===== config.mk =====
export PLATFORM = sky130hd
export DESIGN_NAME = booth_mult_seq_n_flat
export DESIGN_NICKNAME = d
export VERILOG_FILES = /design/src/rtl/booth_mult_seq_n_if.sv /design/src/rtl/booth_mult_seq_n.sv /design/src/flat_wrapper.sv
export SDC_FILE = /design/constraint.sdc
export NUM_CORES = 1
export LEC_CHECK = 0
export ABC_AREA = 1
export CORE_MARGIN = 3
export CORE_UTILIZATION = 54
export DETAILED_ROUTE_END_ITERATION = 7
export MAX_ROUTING_LAYER = met4
export PLACE_DENSITY = 0.78
export SYNTH_ARGS = -nofsm -noshare
export SYNTH_HDL_FRONTEND = slang
export SYNTH_SLANG_ARGS = --single-unit

===== constraint.sdc =====
create_clock -name clk -period 3.35 [get_ports clk]
set_clock_uncertainty 0.1 [all_clocks]
set_input_delay 0.67 -clock clk [delete_from_list [all_inputs] [get_ports clk]]
set_output_delay 0.67 -clock clk [all_outputs]
set_load 0.1 [all_outputs]

===== src/rtl/booth_mult_seq_n_if.sv =====
// Handshake/operand bundle for booth_mult_seq_n.
// master: the operand source (drives i_*), slave: the multiplier (drives o_*).
interface booth_mult_seq_n_if #(
  parameter int WIDTH = 8
);
  localparam int CNT_W = $clog2(WIDTH + 2);

  logic               i_start;
  logic               i_signed;
  logic [WIDTH-1:0]   i_multiplicand;
  logic [WIDTH-1:0]   i_multiplier;
  logic               o_rdy;
  logic               o_busy;
  logic               o_done;
  logic [2*WIDTH-1:0] o_product;
  logic [2*WIDTH-1:0] o_mag;
  logic               o_sign;
  logic [CNT_W-1:0]   o_cnt;

  modport master (
    output i_start, i_signed, i_multiplicand, i_multiplier,
    input  o_rdy, o_busy, o_done, o_product, o_mag, o_sign, o_cnt
  );

  modport slave (
    input  i_start, i_signed, i_multiplicand, i_multiplier,
    output o_rdy, o_busy, o_done, o_product, o_mag, o_sign, o_cnt
  );
endinterface


===== src/rtl/booth_mult_seq_n.sv =====
// Sequential radix-2 Booth multiplier, WIDTH-bit operands, 2*WIDTH-bit product.
// Operands are extended to WIDTH+1 bits so one datapath serves signed and
// unsigned runs. One iteration per clock, E = WIDTH+1 iterations per run.
// Optional feature: define BOOTH_ZERO_SKIP_EN to finish immediately when
// either operand is zero.
module booth_mult_seq_n #(
  parameter int WIDTH = 8
) (
  input  logic              clk,
  input  logic              rst,
  booth_mult_seq_n_if.slave bus
);
  localparam int E     = WIDTH + 1;
  localparam int PW    = 2 * WIDTH;
  localparam int CNT_W = $clog2(WIDTH + 2);
  localparam logic [CNT_W-1:0] CNT_ONE  = CNT_W'(1);
  localparam logic [CNT_W-1:0] CNT_LAST = CNT_W'(E - 1);

  typedef enum logic [1:0] {
    S_IDLE = 2'd0,
    S_CALC = 2'd1,
    S_DONE = 2'd2
  } state_t;

  // Sign- or zero-extend an operand to the internal width.
  function automatic logic [E-1:0] ext_op(input logic [WIDTH-1:0] v, input logic sgn);
    return {sgn & v[WIDTH-1], v};
  endfunction

  // Two's-complement magnitude when neg is set, pass-through otherwise.
  function automatic logic [PW-1:0] abs_val(input logic [PW-1:0] v, input logic neg);
    logic [PW-1:0] r;
    if (neg) begin
      r = ~v + {{(PW-1){1'b0}}, 1'b1};
    end else begin
      r = v;
    end
    return r;
  endfunction

  state_t           r_state;
  logic [E-1:0]     r_a;
  logic [E-1:0]     r_q;
  logic             r_qm1;
  logic [E-1:0]     r_m;
  logic             r_signed;
  logic [CNT_W-1:0] r_cnt;
  logic             r_rdy;
  logic             r_busy;
  logic             r_done;
  logic [PW-1:0]    r_product;
  logic [PW-1:0]    r_mag;
  logic             r_sign;

  logic [E-1:0]     w_sum;
  logic [E-1:0]     w_a_nxt;
  logic [E-1:0]     w_q_nxt;
  logic [PW-1:0]    w_prod;
  logic             w_neg;

`ifdef BOOTH_ZERO_SKIP_EN
  logic             w_zero_op;
  assign w_zero_op = (bus.i_multiplicand == {WIDTH{1'b0}}) ||
                     (bus.i_multiplier == {WIDTH{1'b0}});
`endif

  // One Booth step: add/sub M per {Q[0],q-1}, then arithmetic shift of A:Q:q-1.
  // The product is taken from the post-shift value so the last step and the
  // result capture share one edge.
  always_comb begin
    w_sum = r_a;
    case ({r_q[0], r_qm1})
      2'b01:   w_sum = r_a + r_m;
      2'b10:   w_sum = r_a - r_m;
      default: w_sum = r_a;
    endcase
    w_a_nxt = {w_sum[E-1], w_sum[E-1:1]};
    w_q_nxt = {w_sum[0], r_q[E-1:1]};
    w_prod  = {w_a_nxt[WIDTH-2:0], w_q_nxt};
    w_neg   = r_signed & w_prod[PW-1];
  end

  // Control FSM, datapath registers and registered outputs.
  always_ff @(posedge clk) begin
    if (rst) begin
      r_state   <= S_IDLE;
      r_a       <= {E{1'b0}};
      r_q       <= {E{1'b0}};
      r_qm1     <= 1'b0;
      r_m       <= {E{1'b0}};
      r_signed  <= 1'b0;
      r_cnt     <= {CNT_W{1'b0}};
      r_rdy     <= 1'b1;
      r_busy    <= 1'b0;
      r_done    <= 1'b0;
      r_product <= {PW{1'b0}};
      r_mag     <= {PW{1'b0}};
      r_sign    <= 1'b0;
    end else begin
      case (r_state)
        S_IDLE: begin
          if (bus.i_start) begin
            r_a      <= {E{1'b0}};
            r_q      <= ext_op(bus.i_multiplier, bus.i_signed);
            r_qm1    <= 1'b0;
            r_m      <= ext_op(bus.i_multiplicand, bus.i_signed);
            r_signed <= bus.i_signed;
            r_cnt    <= {CNT_W{1'b0}};
            r_rdy    <= 1'b0;
            r_busy   <= 1'b1;
`ifdef BOOTH_ZERO_SKIP_EN
            if (w_zero_op) begin
              r_state   <= S_DONE;
              r_done    <= 1'b1;
              r_product <= {PW{1'b0}};
              r_mag     <= {PW{1'b0}};
              r_sign    <= 1'b0;
            end else begin
              r_state   <= S_CALC;
            end
`else
            r_state  <= S_CALC;
`endif
          end else begin
            r_state <= S_IDLE;
          end
        end
        S_CALC: begin
          r_a   <= w_a_nxt;
          r_q   <= w_q_nxt;
          r_qm1 <= r_q[0];
          r_cnt <= r_cnt + CNT_ONE;
          if (r_cnt == CNT_LAST) begin
            r_state   <= S_DONE;
            r_done    <= 1'b1;
            r_product <= w_prod;
            r_mag     <= abs_val(w_prod, w_neg);
            r_sign    <= w_neg;
          end else begin
            r_state   <= S_CALC;
          end
        end
        S_DONE: begin
          r_state <= S_IDLE;
          r_done  <= 1'b0;
          r_busy  <= 1'b0;
          r_rdy   <= 1'b1;
        end
        default: begin
          r_state <= S_IDLE;
          r_done  <= 1'b0;
          r_busy  <= 1'b0;
          r_rdy   <= 1'b1;
        end
      endcase
    end
  end

  assign bus.o_rdy     = r_rdy;
  assign bus.o_busy    = r_busy;
  assign bus.o_done    = r_done;
  assign bus.o_product = r_product;
  assign bus.o_mag     = r_mag;
  assign bus.o_sign    = r_sign;
  assign bus.o_cnt     = r_cnt;
endmodule


===== src/flat_wrapper.sv =====
// flat-port wrapper written by rule: the top's interface ports become plain ports
module booth_mult_seq_n_flat 
#(
  parameter int WIDTH = 8
)
  (clk, rst, bus_i_start, bus_i_signed, bus_i_multiplicand, bus_i_multiplier, bus_o_rdy, bus_o_busy, bus_o_done, bus_o_product, bus_o_mag, bus_o_sign, bus_o_cnt);
  booth_mult_seq_n_if #(.WIDTH(WIDTH)) bus_i ();
  input  logic clk;
  input  logic rst;
  input wire logic [$bits(bus_i.i_start)-1:0] bus_i_start;
  input wire logic [$bits(bus_i.i_signed)-1:0] bus_i_signed;
  input wire logic [$bits(bus_i.i_multiplicand)-1:0] bus_i_multiplicand;
  input wire logic [$bits(bus_i.i_multiplier)-1:0] bus_i_multiplier;
  output wire logic [$bits(bus_i.o_rdy)-1:0] bus_o_rdy;
  output wire logic [$bits(bus_i.o_busy)-1:0] bus_o_busy;
  output wire logic [$bits(bus_i.o_done)-1:0] bus_o_done;
  output wire logic [$bits(bus_i.o_product)-1:0] bus_o_product;
  output wire logic [$bits(bus_i.o_mag)-1:0] bus_o_mag;
  output wire logic [$bits(bus_i.o_sign)-1:0] bus_o_sign;
  output wire logic [$bits(bus_i.o_cnt)-1:0] bus_o_cnt;
  assign bus_i.i_start = bus_i_start;
  assign bus_i.i_signed = bus_i_signed;
  assign bus_i.i_multiplicand = bus_i_multiplicand;
  assign bus_i.i_multiplier = bus_i_multiplier;
  assign bus_o_rdy = bus_i.o_rdy;
  assign bus_o_busy = bus_i.o_busy;
  assign bus_o_done = bus_i.o_done;
  assign bus_o_product = bus_i.o_product;
  assign bus_o_mag = bus_i.o_mag;
  assign bus_o_sign = bus_i.o_sign;
  assign bus_o_cnt = bus_i.o_cnt;
  booth_mult_seq_n #(.WIDTH(WIDTH)) u_core (.clk(clk), .rst(rst), .bus(bus_i));
endmodule

; ---- Yosys cells after proc, flatten, opt, wreduce, memory -nomap -nowiden
; Index checks and enable logic that the tools add are counted.
; W data, S select, Z words.
[totals]
out_inout_bits = 40
ff_bits = 71
wordCells = 54
inputBits = 20
[classes]
add_sub_neg = 4
bitwise = 6
n_eq_ne = 6
n_reduce_logical = 7
muxes = 18
[op_table]
columns = operator, n
row1 = $pmux W9 S2, 3
row2 = $mux W9, 2
row3 = $add A16 B1 Y16 const B, 1
row4 = $mux W16, 1
row5 = $not A16 Y16, 1
row6 = $reduce_and A2 Y1, 5
row7 = $add A9 B9 Y9, 1
row8 = $sub A9 B9 Y9, 1
row9 = $pmux W1 S2, 4
row10 = $pmux W4 S2, 1
row11 = $add A4 B1 Y4 const B, 1
row12 = $eq A2 B1 Y1 const B, 2
row13 = $eq A4 B4 Y1 const B, 1
row14 = $mux W1, 4
row15 = $mux W4, 1
row16 = $pmux W2 S2, 1
row17 = $and A1 B1 Y1, 3
row18 = $eq A2 B2 Y1 const B, 1
row19 = $logic_not A2 Y1, 1
row20 = $mux W2, 1
row21 = $ne A2 B1 Y1 const B, 1
row22 = $ne A2 B2 Y1 const B, 1
row23 = $not A1 Y1, 2
row24 = $reduce_bool A2 Y1, 1

; ---- Logic depth before layout (Yosys ltp)
; Gate-level depths: netlist of run 1.
[depth]
word_depth = 5
mapped_depth = 22
depth_no_buf = 21

; ---- Least setup slack after synthesis of run 1
; OpenSTA, ideal clock, no wires.
[synth_timing]
kind = reg-to-reg
startpoint = register u_core.r_m[0]
endpoint = register u_core.r_mag[9] (netlist: u_core.bus.o_mag[9])
path_stages_with_launch = 21
synth_period_minus_slack_ps = 2731
arrival_ps = 2507
setup_time_ps = 124
n_path_buf = 1
required_time_ps = 3126
setup_slack_ps = 619
path_cell_list = dfxtp_1 > inv_1 > ha_1 > inv_1 > nor2_1 > nand2_1 > o21ai_0 > xor2_1 > inv_1 > ha_1 > nand2_1 > inv_2 > a21oi_4 > nand3_2 > nand3_4 > nand2_4 > nor2_4 > buf_6 > nand2_1 > o21ai_1 > a21oi_2
[synth_between]
elab_chain_len = 5
word_cells_on_any_way = 7
cone_classes = add/sub: 3 / mux: 2 / bitwise: 2
[synth_lines]
columns = element, line_no
row1 = "start, declared", booth_mult_seq_n.sv:45  ; logic [E-1:0] r_m;
row2 = "start signal, assigned", booth_mult_seq_n.sv:90  ; r_m <= {E{1'b0}};
row3 = "start signal, assigned", booth_mult_seq_n.sv:106  ; r_m <= ext_op(bus.i_multiplicand, bus.i_signed);
row4 = $sub A9 B9 Y9 or $add A9 B9 Y9 (tied branches), "booth_mult_seq_n.sv:74, booth_mult_seq_n.sv:73"
row5 = $pmux W9 S2 *, booth_mult_seq_n.sv:72  ; case ({r_q[0], r_qm1})
row6 = $not A16 Y16, booth_mult_seq_n.sv:34  ; r = ~v + {{(PW-1){1'b0}}, 1'b1};
row7 = $add A16 B1 Y16, booth_mult_seq_n.sv:34
row8 = $mux W16 *, booth_mult_seq_n.sv:33  ; if (neg) begin
row9 = "end signal, assigned", booth_mult_seq_n.sv:97  ; r_mag <= {PW{1'b0}};
row10 = "end signal, assigned", booth_mult_seq_n.sv:137  ; r_mag <= abs_val(w_prod, w_neg);
row11 = "end, declared", booth_mult_seq_n.sv:52  ; logic [PW-1:0] r_mag;
; Every way passes the cells marked *; elsewhere a longest branch is shown, timed or not.
; A chain may end at the register's enable or synchronous reset.

; ---- Worst setup path after layout of run 1
[layout_timing]
startpoint = register u_core.r_m[1]
endpoint = register u_core.r_mag[1] (netlist: u_core.bus.o_mag[1])
[layout_between]
elab_chain_len = 4
word_cells_on_any_way = 5
cone_classes = add/sub: 2 / mux: 2 / bitwise: 1
[layout_lines]
columns = element, line_no
row1 = $sub A9 B9 Y9 or $add A9 B9 Y9 (tied branches), "booth_mult_seq_n.sv:74, booth_mult_seq_n.sv:73"
row2 = $pmux W9 S2 *, booth_mult_seq_n.sv:72
row3 = $and A1 B1 Y1 *, booth_mult_seq_n.sv:80  ; w_neg = r_signed & w_prod[PW-1];
row4 = $mux W16 *, booth_mult_seq_n.sv:33
; Marks and branches as above.

==> results.cfg, run 1 <==
[global_routing]
grt.total_usage = 0.242
grt_use_met3 = 0.0375
overflow = 0
gr-usage-met2 = 0.413
grt_pass1_wl_um = 16200
grt_max_degree = 34
grt_util_met1 = 0.289
grt_pass1_vias = 3673
antenna_found_initial = 0
busiest_layer = met2

[worst_setup_path]
rr_startpoint = u_core.r_m[1]
crit_type = flip-flop to flip-flop
endpoint_kind = flip-flop
endpoint = u_core.bus.o_mag[1]
startpoint = u_core.r_m[1]
worstPathArrival_ns = 3.20
r2r_slack_ns = 0.27
worstSetupStartpointType = flip-flop
r2r_end = u_core.bus.o_mag[1]
cp_max_fo = 12
reg2reg_depth = 18
worstPathRequired_ns = 3.47

[synthesis]
synth_warnings = 0
syn_avg_cell_area_um2 = 6.75
synth-seq-area-share = 0.356
synthDistinctLibCells = 41
synthCells = 575
synth_seq_cells = 69
synth_nets = 609
netlist_area_um2 = 3880

[status]
status = finished, final reports clean

[die]
rows = 30
core_area_um2 = 6870
die_w_um = 90.8
initial_core_util = 0.565
dieArea_um2 = 8240
die_h_um = 90.8
pin_count = 60

[power]
power_mw = 2.05
power_density_nw_per_um2 = 444
leakage_nw = 2.24
ir_drop_mv = 0.230

[routing]
routed-via-count = 3775
first_iter_violations = 200
drt.antenna.violating_nets = 0
firstDrtPassIters = 5
drc_errors = 0
via_per_inst = 5.16
routed_wl_um = 9450
avgRoutedWirePerCell_um = 12.9

[sta]
fmax_ghz = 0.325
setup_viol = 0
slew_violations = 0
hold_viol = 0
relSlewSlack = 0.462
period_share = 0.919
min_period_ns = 3.08
hold_slack_ns = 0.365
max_slew.worst_pin.slew_ns = 0.804
fin_ws_ns = 0.272

[cells_and_area]
nets = 666
drive_above_1_share = 0.169
instances_no_fill = 731
final_util = 0.674
syn2layout_area_growth_pct = 19.3
layout_common_cells = nand2_1, inv_1, nor2_1, dfxtp_1, buf_4
layout_commonest_cell = nand2_1
diodes = 0

[clock_tree]
ctsHtreeMaxLevel = 3
clock_tree.buffer_depth = 2
cts_sinks = 69
insertion_delay_ns = 0.34
cts_tree = done
cts_buffers = 9
cts.reportedPaths.clkPinSlew_ns = 0.08
cts_root_buf = clkbuf_8

[min_path]
hp-class = flip-flop to flip-flop
worstHoldStart = u_core.r_qm1

[place]
portBuffers = 59
placed_cells = 715
place_congestion = 0.901
dp_hpwl_um = 7010
place_worst_setup_slack_ns = 0.204

[flow_run]
max_cap_violations = 0
-- cells by family after synthesis --
family,share of synthesized area
AOI/OAI and AO/OA,0.131
xor gates and xnor gates,0.0158
adders and majority gates,0.0471
buffers and inverters,0.109
DFF,0.356
and+or+nand+nor,0.341
-- power by group --
part	internal, mW	switching [mW]	total, mW	leakage [nW]
registers	0.847	0.0314	0.878	0.561
logic	0.179	0.351	0.531	1.58
clock network	0.333	0.313	0.646	0.0947
total	1.36	0.695	2.05	2.24
-- critical path: stages (launching register included) --
cell and delay [ns]:
dfxtp_1 0.33, inv_1 0.08, ha_1 0.14, inv_1 0.04
nor2_1 0.23, nand2_1 0.07, o21ai_0 0.19, xor2_1 0.16
inv_1 0.05, ha_1 0.32, nand2_1 0.13, inv_2 0.06
a21oi_4 0.20, nand3_2 0.12, nand3_4 0.12, nand3_4 0.17
or2_2 0.33, nand2_1 0.08, a21oi_2 0.05
-- per-stage QoR --
stage,instance area [µm²],TNS [ns]
2_1_floorplan,3880,0
3_3_place_gp,4430,0
3_5_place_dp,4430,0
4_1_cts,4610,0
5_1_grt,4630,-0.00966
6_report,4630,0
-- registers in the layout (all words and copies together) (netlist names), 2 cells and up --
name,count
u_core.bus.o_mag,16
u_core.bus.o_product,15
u_core.r_m,9
u_core.r_q,9
u_core.r_a,8
u_core.bus.o_cnt,4
u_core.r_state,2
-- cells in the mapped netlist, drive strengths merged --
cell	count	share of area
o21ai	39	0.052
nand3	45	0.075
o211ai	2	0.0039
nand4	3	0.0048
clkinv	2	0.0019
a211oi	1	0.0019
xor2	7	0.016
nor3	4	0.0081
a21oi	34	0.050
nand2	157	0.16
clkbuf	13	0.013
a21boi	1	0.0019
o22ai	1	0.0016
ha	13	0.042
nor2	75	0.079
dfxtp	69	0.36
a311oi	1	0.0023
or2	7	0.011
inv	81	0.078
o21bai	1	0.0019
buf	9	0.016
o221ai	1	0.0023
a31oi	7	0.011
fa	1	0.0052
a22oi	1	0.0019
-- cell type report --
type                            count  area (µm²)
Clock buffer                        9         124
Clock inverter                      5        53.8
Fill cell                         617        2240
Inverter                           83         312
Multi-Input combinational cell    401        2080
Sequential cell                    69        1380
Tap cell                           96         120
Timing Repair Buffer               68         558
-- timing repair --
action,in CTS,in global routing
hold buffers,0,0
setup buffers,0,2
endpoints found under the setup margin,0,11
endpoints found under the hold margin,0,0
gates resized for setup,0,1
-- how the worst min path moves through the flow --
stage | slack (ns) | endpoint | cells after the start
6_report | 0.36 | u_core.r_qm1 | 2
5_1_grt | 0.37 | u_core.bus.o_done | 2
4_1_cts | 0.36 | u_core.bus.o_done | 2
3_5_place_dp | 0.34 | u_core.bus.o_done | 2
3_3_place_gp | 0.34 | u_core.bus.o_rdy | 2
2_1_floorplan | 0.34 | u_core.r_qm1 | 2
-- layer usage --
metal	routed length, µm	share of wire
met4	148	0.016
met3	429	0.045
met2	4650	0.49
met1	4220	0.45
met5	0	0
(Power assumes the default switching activity.)
==> run 2: changes to the inputs <==
PLACE_DENSITY = unset   (was 0.78)
PLACE_DENSITY_LB_ADDON = 0.2   (was unset)
==> results.cfg, run 2 (synthesis gave the netlist of run 1 again) <==
[status]
status = finished, final reports clean

[sta]
setup_viol = 0
min_period_ns = 3.06
slew_violations = 0
hold_slack_ns = 0.354
max_slew.worst_pin.slew_ns = 0.669
timing.setup.tns_ns = 0
relSlewSlack = 0.551
period_share = 0.913
hold_viol = 0
fmax_ghz = 0.327

[routing]
routed_wl_um = 9350
routed-via-count = 3719
via_per_inst = 5.07
avgRoutedWirePerCell_um = 12.8
firstDrtPassIters = 5
drt.antenna.violating_nets = 0
drc_errors = 0
first_iter_violations = 166

[cells_and_area]
final_util = 0.672
multi_input_area_um2 = 2080
nets = 667
fill_cells = 622
largest_reg_flops = 16
layout_common_cells = nand2_1, inv_1, nor2_1, dfxtp_1, buf_4
seqCellArea_um2 = 1380
layout_commonest_cell = nand2_1
drive_above_1_share = 0.170
syn2layout_area_growth_pct = 19.0
final_area_um2 = 4620
diodes = 0

[worst_setup_path]
max_stage_delay_ns = 0.33
path_cells = inv_1 > ha_1 > inv_1 > nor2_1 > nand2_1 > o21ai_0 > xor2_1 > inv_1 > ha_1 > nand2_1 > inv_2 > a21oi_4 > nand3_2 > nand3_4 > nand3_4 > or2_2 > nand2_1 > a21oi_2
worstSetupStartpointType = flip-flop
cp_max_fo = 12
crit_type = flip-flop to flip-flop
endpoint_kind = flip-flop
crit_slowest_cell = dfxtp_1
worstPathArrival_ns = 3.19
critPathTopFamily = simple AND/OR/NAND/NOR gates
critical_path_buf_inv_count = 4
worstPathRequired_ns = 3.48

[power]
clkPwrFrac = 0.291
power_density_nw_per_um2 = 429
ir_drop_mv = 0.343
leakage_nw = 2.23
p_switching_mw = 0.694
combPwrFrac = 0.267
p_seq_frac = 0.442
intPower_mw = 1.29
power_mw = 1.98
netSwitchingFraction = 0.350

[global_routing]
overflow = 0
antenna_found_initial = 0
grt_pass1_wl_um = 16000
grt_max_degree = 34
grt.total_usage = 0.240
grt_pass1_vias = 3676

[place]
post_dp_cell_area_um2 = 4430
portBuffers = 59
place_congestion = 0.871
dp_hpwl_um = 6920

[clock_tree]
cts_buffers = 9
clock_tree.buffer_depth = 2
cts_tree = done
cts_root_buf = clkbuf_8
ctsHtreeMaxLevel = 3
cts_sinks = 69
cts.reportedPaths.clkPinSlew_ns = 0.08
insertion_delay_ns = 0.34

[die]
pin_count = 60
die_h_um = 90.8
rows = 30
core_area_um2 = 6870
initial_core_util = 0.565
dieArea_um2 = 8240
die_w_um = 90.8

[min_path]
hp-class = flip-flop to flip-flop

[flow_run]
max_cap_violations = 0
==> run 2: cell types whose count changed in the layout (fill, tap and decap cells not counted), sizes merged <==
cell / before / now
buf: 49 / 50
bufinv: 1 / 0
clkbuf: 9 / 10
clkinv: 6 / 7
==> run 2: cell type report <==
type	count	area share
clock inverters	5	0.00623
multi-input cells	401	0.451
inverters	83	0.0675
flip-flops and latches	69	0.299
clock buffers	10	0.0276
well taps	96	0.0260
repair buffers	69	0.122
==> run 2: final timing paths <==
check	start	endpoint	slack [ns]	cells after the start
setup / recovery	u_core.r_m[0]	u_core.bus.o_mag[1]	0.29	18
hold / removal	u_core.bus.o_rdy	u_core.bus.o_rdy	0.35	2
setup reg to reg	u_core.r_m[0]	u_core.bus.o_mag[1]	0.29	18
hold reg to reg	u_core.bus.o_rdy	u_core.bus.o_rdy	0.35	2
==> run 2: metrics by stage <==
stage,worst slack (ns),instances
2_1_floorplan,0.619,575
3_3_place_gp,0.303,715
3_5_place_dp,0.209,715
4_1_cts,0.199,730
5_1_grt,-0.000363,733
6_report,0.290,733
==> run 2: power groups by stage <==
stage          Combinational (mW)  Clock [mW]  Sequential [mW]
2_1_floorplan               0.384           0            0.912
4_1_cts                     0.524       0.585            0.876
5_1_grt                     0.601       0.613            0.880
3_3_place_gp                0.516           0            0.894
3_5_place_dp                0.522           0            0.895
6_report                    0.529       0.577            0.877
==> run 2: worst reg2reg max path, cell delays in order, from the launching register on <==
cell,delay [ns]
dfxtp_1,0.33
inv_1,0.07
ha_1,0.14
inv_1,0.04
nor2_1,0.20
nand2_1,0.07
o21ai_0,0.19
xor2_1,0.16
inv_1,0.05
ha_1,0.32
nand2_1,0.13
inv_2,0.06
a21oi_4,0.20
nand3_2,0.12
nand3_4,0.12
nand3_4,0.17
or2_2,0.33
nand2_1,0.08
a21oi_2,0.05
==> run 2: repair_timing <==
action,in CTS,in global routing
hold buffers,0,0
endpoints found under the setup margin,0,11
setup buffers,0,3
gates resized for setup,0,1
==> run 2: metal layers <==
layer,vias up,track usage,share of wire,wire length (µm)
li1,1934,-,-,-
met1,1675,0.278,0.46,4280
met2,93,0.413,0.48,4490
met3,17,0.0417,0.042,390
met4,0,0.0957,0.019,180
met5,-,-,0,0
==> run 3: changes to the inputs <==
CORE_UTILIZATION = 57   (was 54)
clock period = 3.53 ns   (was 3.35 ns; I/O delays follow)
==> results.cfg, run 3 (synthesis gave the netlist of run 1 again) <==
[place]
place_congestion = 0.933
placed_cells = 695
dp_hpwl_um = 7010
place_worst_setup_slack_ns = 0.385
post_dp_cell_area_um2 = 4470
portBuffers = 59

[sta]
rsz0062_at_grt = false
fmax_ghz = 0.313
relSlewSlack = 0.349
hold_slack_ns = 0.355
max_slew.worst_pin.slew_ns = 0.974
timing.setup.tns_ns = 0
slew_violations = 0
hold_viol = 0
setup_viol = 0
period_share = 0.904
fin_ws_ns = 0.339
min_period_ns = 3.19

[worst_setup_path]
worstPathArrival_ns = 3.32
crit_type = flip-flop to flip-flop
r2r_end = u_core.bus.o_mag[1]
startpoint = u_core.r_m[0]
cp_max_fo = 12
rr_startpoint = u_core.r_m[0]
worstPathRequired_ns = 3.66
r2r_slack_ns = 0.34
worstSetupStartpointType = flip-flop
reg2reg_depth = 18
endpoint_kind = flip-flop

[clock_tree]
clock_tree.buffer_depth = 2
cts_hold_buf = 0
cts.reportedPaths.clkPinSlew_ns = 0.07
cts_sinks = 69
cts_tree = done
cts_buffers = 9
insertion_delay_ns = 0.35
cts-resized-gates = 0
cts_root_buf = clkbuf_8
post_cts_buffers = 0
ctsHtreeMaxLevel = 3

[power]
ir_drop_mv = 0.426
p_switching_mw = 0.673
clkPwrFrac = 0.374
power_density_nw_per_um2 = 453
combPwrFrac = 0.237
netSwitchingFraction = 0.315
leakage_nw = 2.19
power_mw = 2.14
p_seq_frac = 0.389
intPower_mw = 1.46

[min_path]
holdPathEnd = u_core.bus.o_rdy
worstHoldStart = u_core.bus.o_rdy
hp-class = flip-flop to flip-flop
holdPathStages = 2

[cells_and_area]
diodes = 0
instances_no_fill = 711
layout_common_cells = nand2_1, inv_1, nor2_1, dfxtp_1, clkdlybuf4s50_1
drive_above_1_share = 0.120
syn2layout_area_growth_pct = 21.6
fill_cells = 551
layout_commonest_cell = nand2_1
largest_reg_flops = 16
nets = 663
final_util = 0.731
final_area_um2 = 4720

[global_routing]
grt_pass1_vias = 3641
grt_pass1_wl_um = 16200
grt.total_usage = 0.272
antenna_found_initial = 0
overflow = 0
grt_max_degree = 34

[routing]
routed_wl_um = 9630
drc_errors = 0
firstDrtPassIters = 5
routed-via-count = 3816
avgRoutedWirePerCell_um = 13.5
drt.antenna.violating_nets = 0
first_iter_violations = 224
via_per_inst = 5.37

[die]
dieArea_um2 = 7830
die_h_um = 88.5
core_area_um2 = 6460
pin_count = 60
die_w_um = 88.5
initial_core_util = 0.601
rows = 29

[status]
status = finished, final reports clean

[flow_run]
max_cap_violations = 0
## run 3: cell types whose count changed in the layout (fill, tap and decap cells not counted)
cell	before	now
inv_6	0	1
clkinv_4	1	0
nand3_2	10	11
bufinv_16	0	3
clkdlybuf4s50_1	19	48
buf_4	50	17
clkbuf_8	9	10
clkinvlp_4	0	1
nand3_4	2	1
clkinv_2	4	0
## run 3: how the worst max path moves through the flow
stage / endpoint / cells after the start
final: u_core.bus.o_mag[1] / 18
after global routing: u_core.bus.o_mag[10] / 20
after CTS: u_core.bus.o_mag[1] / 18
after detailed placement: u_core.bus.o_mag[1] / 18
after global placement: u_core.bus.o_mag[1] / 18
after floorplan: u_core.bus.o_mag[9] / 20
## run 3: layout make-up
class                           count  area (µm²)  share of cell area
Clock inverter                      5         106              0.0225
Tap cell                           77        96.3              0.0204
Inverter                           83         312              0.0660
Multi-Input combinational cell    401        2070               0.440
Sequential cell                    69        1380               0.293
Timing Repair Buffer               65         608               0.129
Clock buffer                       11         141              0.0300
## run 3: worst max-delay path, cell delays in order, from the launching register on
cell,delay (ns)
dfxtp_1,0.33
inv_1,0.07
ha_1,0.14
inv_1,0.05
nor2_1,0.20
nand2_1,0.08
o21ai_0,0.20
xor2_1,0.17
inv_1,0.06
ha_1,0.33
nand2_1,0.13
inv_2,0.06
a21oi_4,0.20
nand3_2,0.12
nand3_4,0.11
nand3_2,0.25
or2_2,0.37
nand2_1,0.08
a21oi_2,0.05
## run 3: power by group through the flow
stage                     clock network [mW]  logic, mW  registers [mW]
after floorplan                            0      0.364           0.866
after global placement                     0      0.483           0.847
after detailed placement                   0      0.498           0.849
after CTS                              0.800      0.501           0.831
after global routing                   0.837      0.567           0.835
final                                  0.799      0.507           0.832
## run 3: routing by layer
metal	track usage	share of wire
met2	0.452	0.48
met5	-	0
met3	0.0577	0.050
met1	0.320	0.45
met4	0.107	0.020
==> variant 1: new RTL, settings of run 2 <==
Add a define of `BOOTH_ZERO_SKIP_EN`.
--- a/src/rtl/booth_mult_seq_n.sv
+++ b/src/rtl/booth_mult_seq_n.sv
@@ -3,6 +3,8 @@
 // unsigned runs. One iteration per clock, E = WIDTH+1 iterations per run.
 // Optional feature: define BOOTH_ZERO_SKIP_EN to finish immediately when
 // either operand is zero.
+`define BOOTH_ZERO_SKIP_EN
+
 module booth_mult_seq_n #(
   parameter int WIDTH = 8
 ) (
Behaviour: not the same (Yosys sat finds a counterexample within 4 cycles, from zero or initial values and one cycle with rst high).
==> variant 1 against run 2 <==
  * Maximum frequency up 2.7%
  * Total power grew 18%
  * Sequential power grew 1%
  * Worst setup slack gained 81 ps
  * Area after synthesis is 2.5% lower
  * Final area decreased by 1.0%
  * Sequential cell count unchanged
  * Sequential share of layout area up 0.31 points
  * Non-clock buffer count fell by 4
  * Wire length is 0.56% higher
  * Synthesized cell count fell by 0.17%
  * Clock power up 47%
  * Via count increased by 4.5%
==> variant 1: results (changes against run 2) <==
[run_status]
outcome = finished clean

[cts]
cts_setup_buffers = 0  ; unchanged
clk_pin_slew_ps = 80  ; about the same

[logic_synthesis]
syn-num-nets = 608  ; -0.16%
synth_top_cells_by_area = dfxtp_1 (37%), nand2_1 (19%), a21oi_1 (7.7%)
yosysWarnings = 0  ; unchanged
synth_cell_type_count = 29  ; -29%
netlist_top_cells_count = nand2_1 (187), dfxtp_1 (69), inv_1 (64)
syn_area_per_cell_um2 = 6.587  ; -2.4%
ys_seq_area_frac = 0.3653  ; +0.009307

[power_and_ir_drop]
p_comb_frac = 0.258  ; -0.009
swShare = 0.3255  ; -0.02461
p_comb_mw = 0.602  ; +14%
vdd_drop_max_mv = 0.4229  ; +23%
clkPwrFrac = 0.363  ; +0.072
leakagePower_nw = 2.060  ; -7.7%

[routing]
routedWlPerCell_um = 12.95  ; +1.5%
wirelength_um = 9400  ; +0.56%
dr_total_vias = 3886  ; +4.5%
met1_length_um = 3980  ; -7.1%
drt_iter0_markers = 170  ; +2.4%
routed.top_layer = met4
routed-wl-met2_um = 4619  ; +2.8%
wl_met3_um = 556  ; +43%

[final_layout]
n_antenna_cell = 0  ; unchanged
finalNetCount = 662  ; -0.75%
n_fill_cell = 575  ; -7.6%
drive_gt1_frac = 0.1216  ; -0.04790

[placement]
post-place-ws_ps = 260.7  ; +51.89 ps
place.gp.congestion = 0.9523  ; +9.4%
dpl.cell_count = 710  ; -0.70%
placed_area_um2 = 4314  ; -2.6%
dpl.hpwl_um = 6762  ; -2.2%

[worst_setup_path]
path_max_fanout = 14  ; +2
worst-r2r-setup-slack_ps = 370  ; +80 ps
reg2reg_depth = 19  ; +1
arrival_ps = 3130  ; -60 ps
reg2reg_to = u_core.bus.o_mag[13]

[worst_hold_path]
whs_endpoint = u_core.bus.o_product[12]
hp-start = u_core.bus.o_product[12]
hold_class = register to register

[sta]
hold_ws_ps = 359.9  ; +6.027 ps
timing.final.crit_share = 0.8894  ; -0.02406
slew-limit-headroom = 0.6007  ; +0.04927

[global_route]
grt_pass1_vias = 3587  ; -2.4%
grt_max_degree = 35  ; +2.9%
grt_use_total = 0.2582  ; +0.01778
grt_pass1_wl_um = 15790  ; -1.6%
grtUsageMet2 = 0.4289  ; +0.01564
use_met1 = 0.3042  ; +0.02634
grt_util_met3 = 0.04745  ; +0.005779

## variant 1: cell type report
type | count | area (um2) | share of cell area
multi-input combinational | 414 | 2029 | 0.4441
sequential | 69 | 1381 | 0.3023
timing repair buffer | 65 | 530.5 | 0.1161
inverter | 69 | 264.0 | 0.05778
clock buffer | 11 | 141.4 | 0.03094
tap | 93 | 116.4 | 0.02547
clock inverter | 5 | 106.4 | 0.02327
## variant 1: worst reg2reg max path: stages, from the launching register on
cell and delay (ps):
dfxtp_1 340, inv_1 90, ha_1 150, inv_1 60, nor2_2 160, nand2_1 70
o21ai_1 140, xor2_1 160, inv_1 50, ha_1 320, nand2_1 100, inv_1 40
a21oi_1 210, nand3_1 130, nand3_2 140, nand3_4 180, o21ai_1 240, nand3_1 100
nand2_1 70, inv_1 40
## variant 1: kinds of logic after synthesis
family / after synthesis / share of synthesized area
xor+xnor: 17 / 0.03938
flops: 69 / 0.3653
fa+ha+maj: 14 / 0.04831
simple gates: 292 / 0.3240
compound gates: 91 / 0.1244
buf+inv: 91 / 0.09861
==> variant 2: new RTL, settings of run 2 <==
Made on the original files. The 3 states of `state_t` get a one-hot encoding in 3 bits.
--- a/src/rtl/booth_mult_seq_n.sv
+++ b/src/rtl/booth_mult_seq_n.sv
@@ -16,10 +16,10 @@
   localparam logic [CNT_W-1:0] CNT_ONE  = CNT_W'(1);
   localparam logic [CNT_W-1:0] CNT_LAST = CNT_W'(E - 1);
 
-  typedef enum logic [1:0] {
-    S_IDLE = 2'd0,
-    S_CALC = 2'd1,
-    S_DONE = 2'd2
+  typedef enum logic [2:0] {
+    S_IDLE = 3'b001,
+    S_CALC = 3'b010,
+    S_DONE = 3'b100
   } state_t;
 
   // Sign- or zero-extend an operand to the internal width.
Function: same outputs for any inputs over 10 cycles, from zero or initial values and one cycle with rst high; not proved beyond that.
==> variant 2 against run 2 <==
  * Wire length is 1.3% higher
  * First-iteration DRC count grew 42%
  * Worst hold slack worse by 3.9 ps
  * Via count up 0.16%
  * Area after synthesis down 1.4%
  * Critical path depth grew 2
  * Total power rose by 14%
  * Clock power increased by 35%
  * Final area down 0.89%
  * Worst setup slack better by 52 ps
  * Sequential cell count increased by 1
  * Sequential power grew 2.3%
  * Die area down 1.3%
  * Critical endpoint is now u_core.bus.o_mag[8]
  * Largest power group unchanged
==> variant 2: results (changes against run 2) <==
[run_status]
outcome = finished clean

[logic_synthesis]
synth_cell_type_count = 36  ; -12%
syn-num-nets = 593  ; -2.6%
netlist_top_cells_count = nand2_1 (159), dfxtp_1 (70), inv_1 (64)
yosysWarnings = 0  ; unchanged
ys_seq_area_frac = 0.3663  ; +0.01024
async_flop_share = 0  ; unchanged
synth_top_cells_by_area = dfxtp_1 (37%), nand2_1 (16%), inv_1 (6.3%)
syn_area_per_cell_um2 = 6.845  ; +1.4%

[sta]
fin_ws_ps = 342.0  ; +52.03 ps
slew-limit-headroom = 0.6229  ; +0.07142
fin_tns_setup_ps = 0  ; unchanged
hold_ws_ps = 350.0  ; -3.923 ps

[power_and_ir_drop]
p_comb_mw = 0.588  ; +11%
cell_internal_pwr_mw = 1.504  ; +17%
vdd_drop_max_mv = 0.3195  ; -6.8%
seq_power_share = 0.396  ; -0.046
leakagePower_nw = 2.149  ; -3.7%
power.total_mw = 2.263  ; +14%

[worst_setup_path]
slowest_stage = dfxtp_1
endpoint = u_core.bus.o_mag[8]
cp_top_family = simple AND/OR/NAND/NOR gates
path_max_fanout = 15  ; +3
crit_path_max_incr_delay_ps = 360  ; +30 ps
arrival_ps = 3170  ; -20 ps
reg2reg_depth = 20  ; +2

[worst_hold_path]
hp-start = u_core.bus.o_done
whs_endpoint = u_core.bus.o_done
holdPathStages = 2  ; unchanged

[cts]
htreeDepth = 3  ; unchanged
clk_pin_slew_ps = 80  ; about the same
cts_buffer_depth = 2  ; unchanged
cts_buffers = 9  ; unchanged
root_buffer = clkbuf_8
cts_setup_buffers = 0  ; unchanged

[placement]
dpl.hpwl_um = 6711  ; -3.0%
post-place-ws_ps = 280.5  ; +71.76 ps
dpl.cell_count = 697  ; -2.5%
port_buffers = 59  ; unchanged
placed_area_um2 = 4348  ; -1.9%
place.gp.congestion = 0.8620  ; -0.99%

[global_route]
use_met1 = 0.3128  ; +0.03490
grt_pass1_vias = 3488  ; -5.1%
grt_util_met3 = 0.05105  ; +0.009379
grt_pass1_wl_um = 16080  ; +0.21%
grtUsageMet2 = 0.3927  ; -0.02056
grt_max_degree = 39  ; +15%
grt_overflow = 0  ; unchanged
grt_use_total = 0.2452  ; +0.004761

[routing]
dr_total_vias = 3725  ; +0.16%
met1_length_um = 4218  ; -1.5%
drt_iter0_markers = 235  ; +42%
routed-wl-met2_um = 4424  ; -1.6%
routed.top_layer = met4
wl_met3_um = 662  ; +70%
routedWlPerCell_um = 13.28  ; +4.1%
drt_pass1_iterations = 5  ; unchanged

[final_layout]
fin_cells = 713  ; -2.7%
finalNetCount = 646  ; -3.1%
drive_gt1_frac = 0.1637  ; -0.005849

==> variant 2: cell types whose count changed after synthesis, sizes merged, moves of 4 or more <==
| cell | run 2 | this run |
|---|---|---|
| nor2 | 75 | 62 |
| inv | 81 | 71 |
| nand3 | 45 | 38 |
| nand2 | 157 | 163 |
| a21oi | 34 | 38 |
| buf | 9 | 13 |
| clkbuf | 13 | 9 |
| nor3b | 0 | 4 |
| o21ai | 39 | 35 |
==> variant 2: cells by family (layout without fill, tap and decap cells) <==
group,after synthesis,count (layout),synth area share
AO/OA/AOI/OAI,87,87,0.1249
XOR/XNOR,10,10,0.02289
adder cells (fa/ha/maj),14,14,0.04774
AND/OR/NAND/NOR,284,284,0.3345
buffers and inverters,94,152,0.1037
flip-flops,70,70,0.3663
==> variant 2: final cells by class <==
type | count | area, um2
clock buffers | 11 | 141.4
clock inverters | 5 | 81.33
fillers | 631 | 2256
inverters | 72 | 272.8
multi-input cells | 395 | 2031
flip-flops and latches | 70 | 1401
well taps | 96 | 120.1
repair buffers | 64 | 528.0
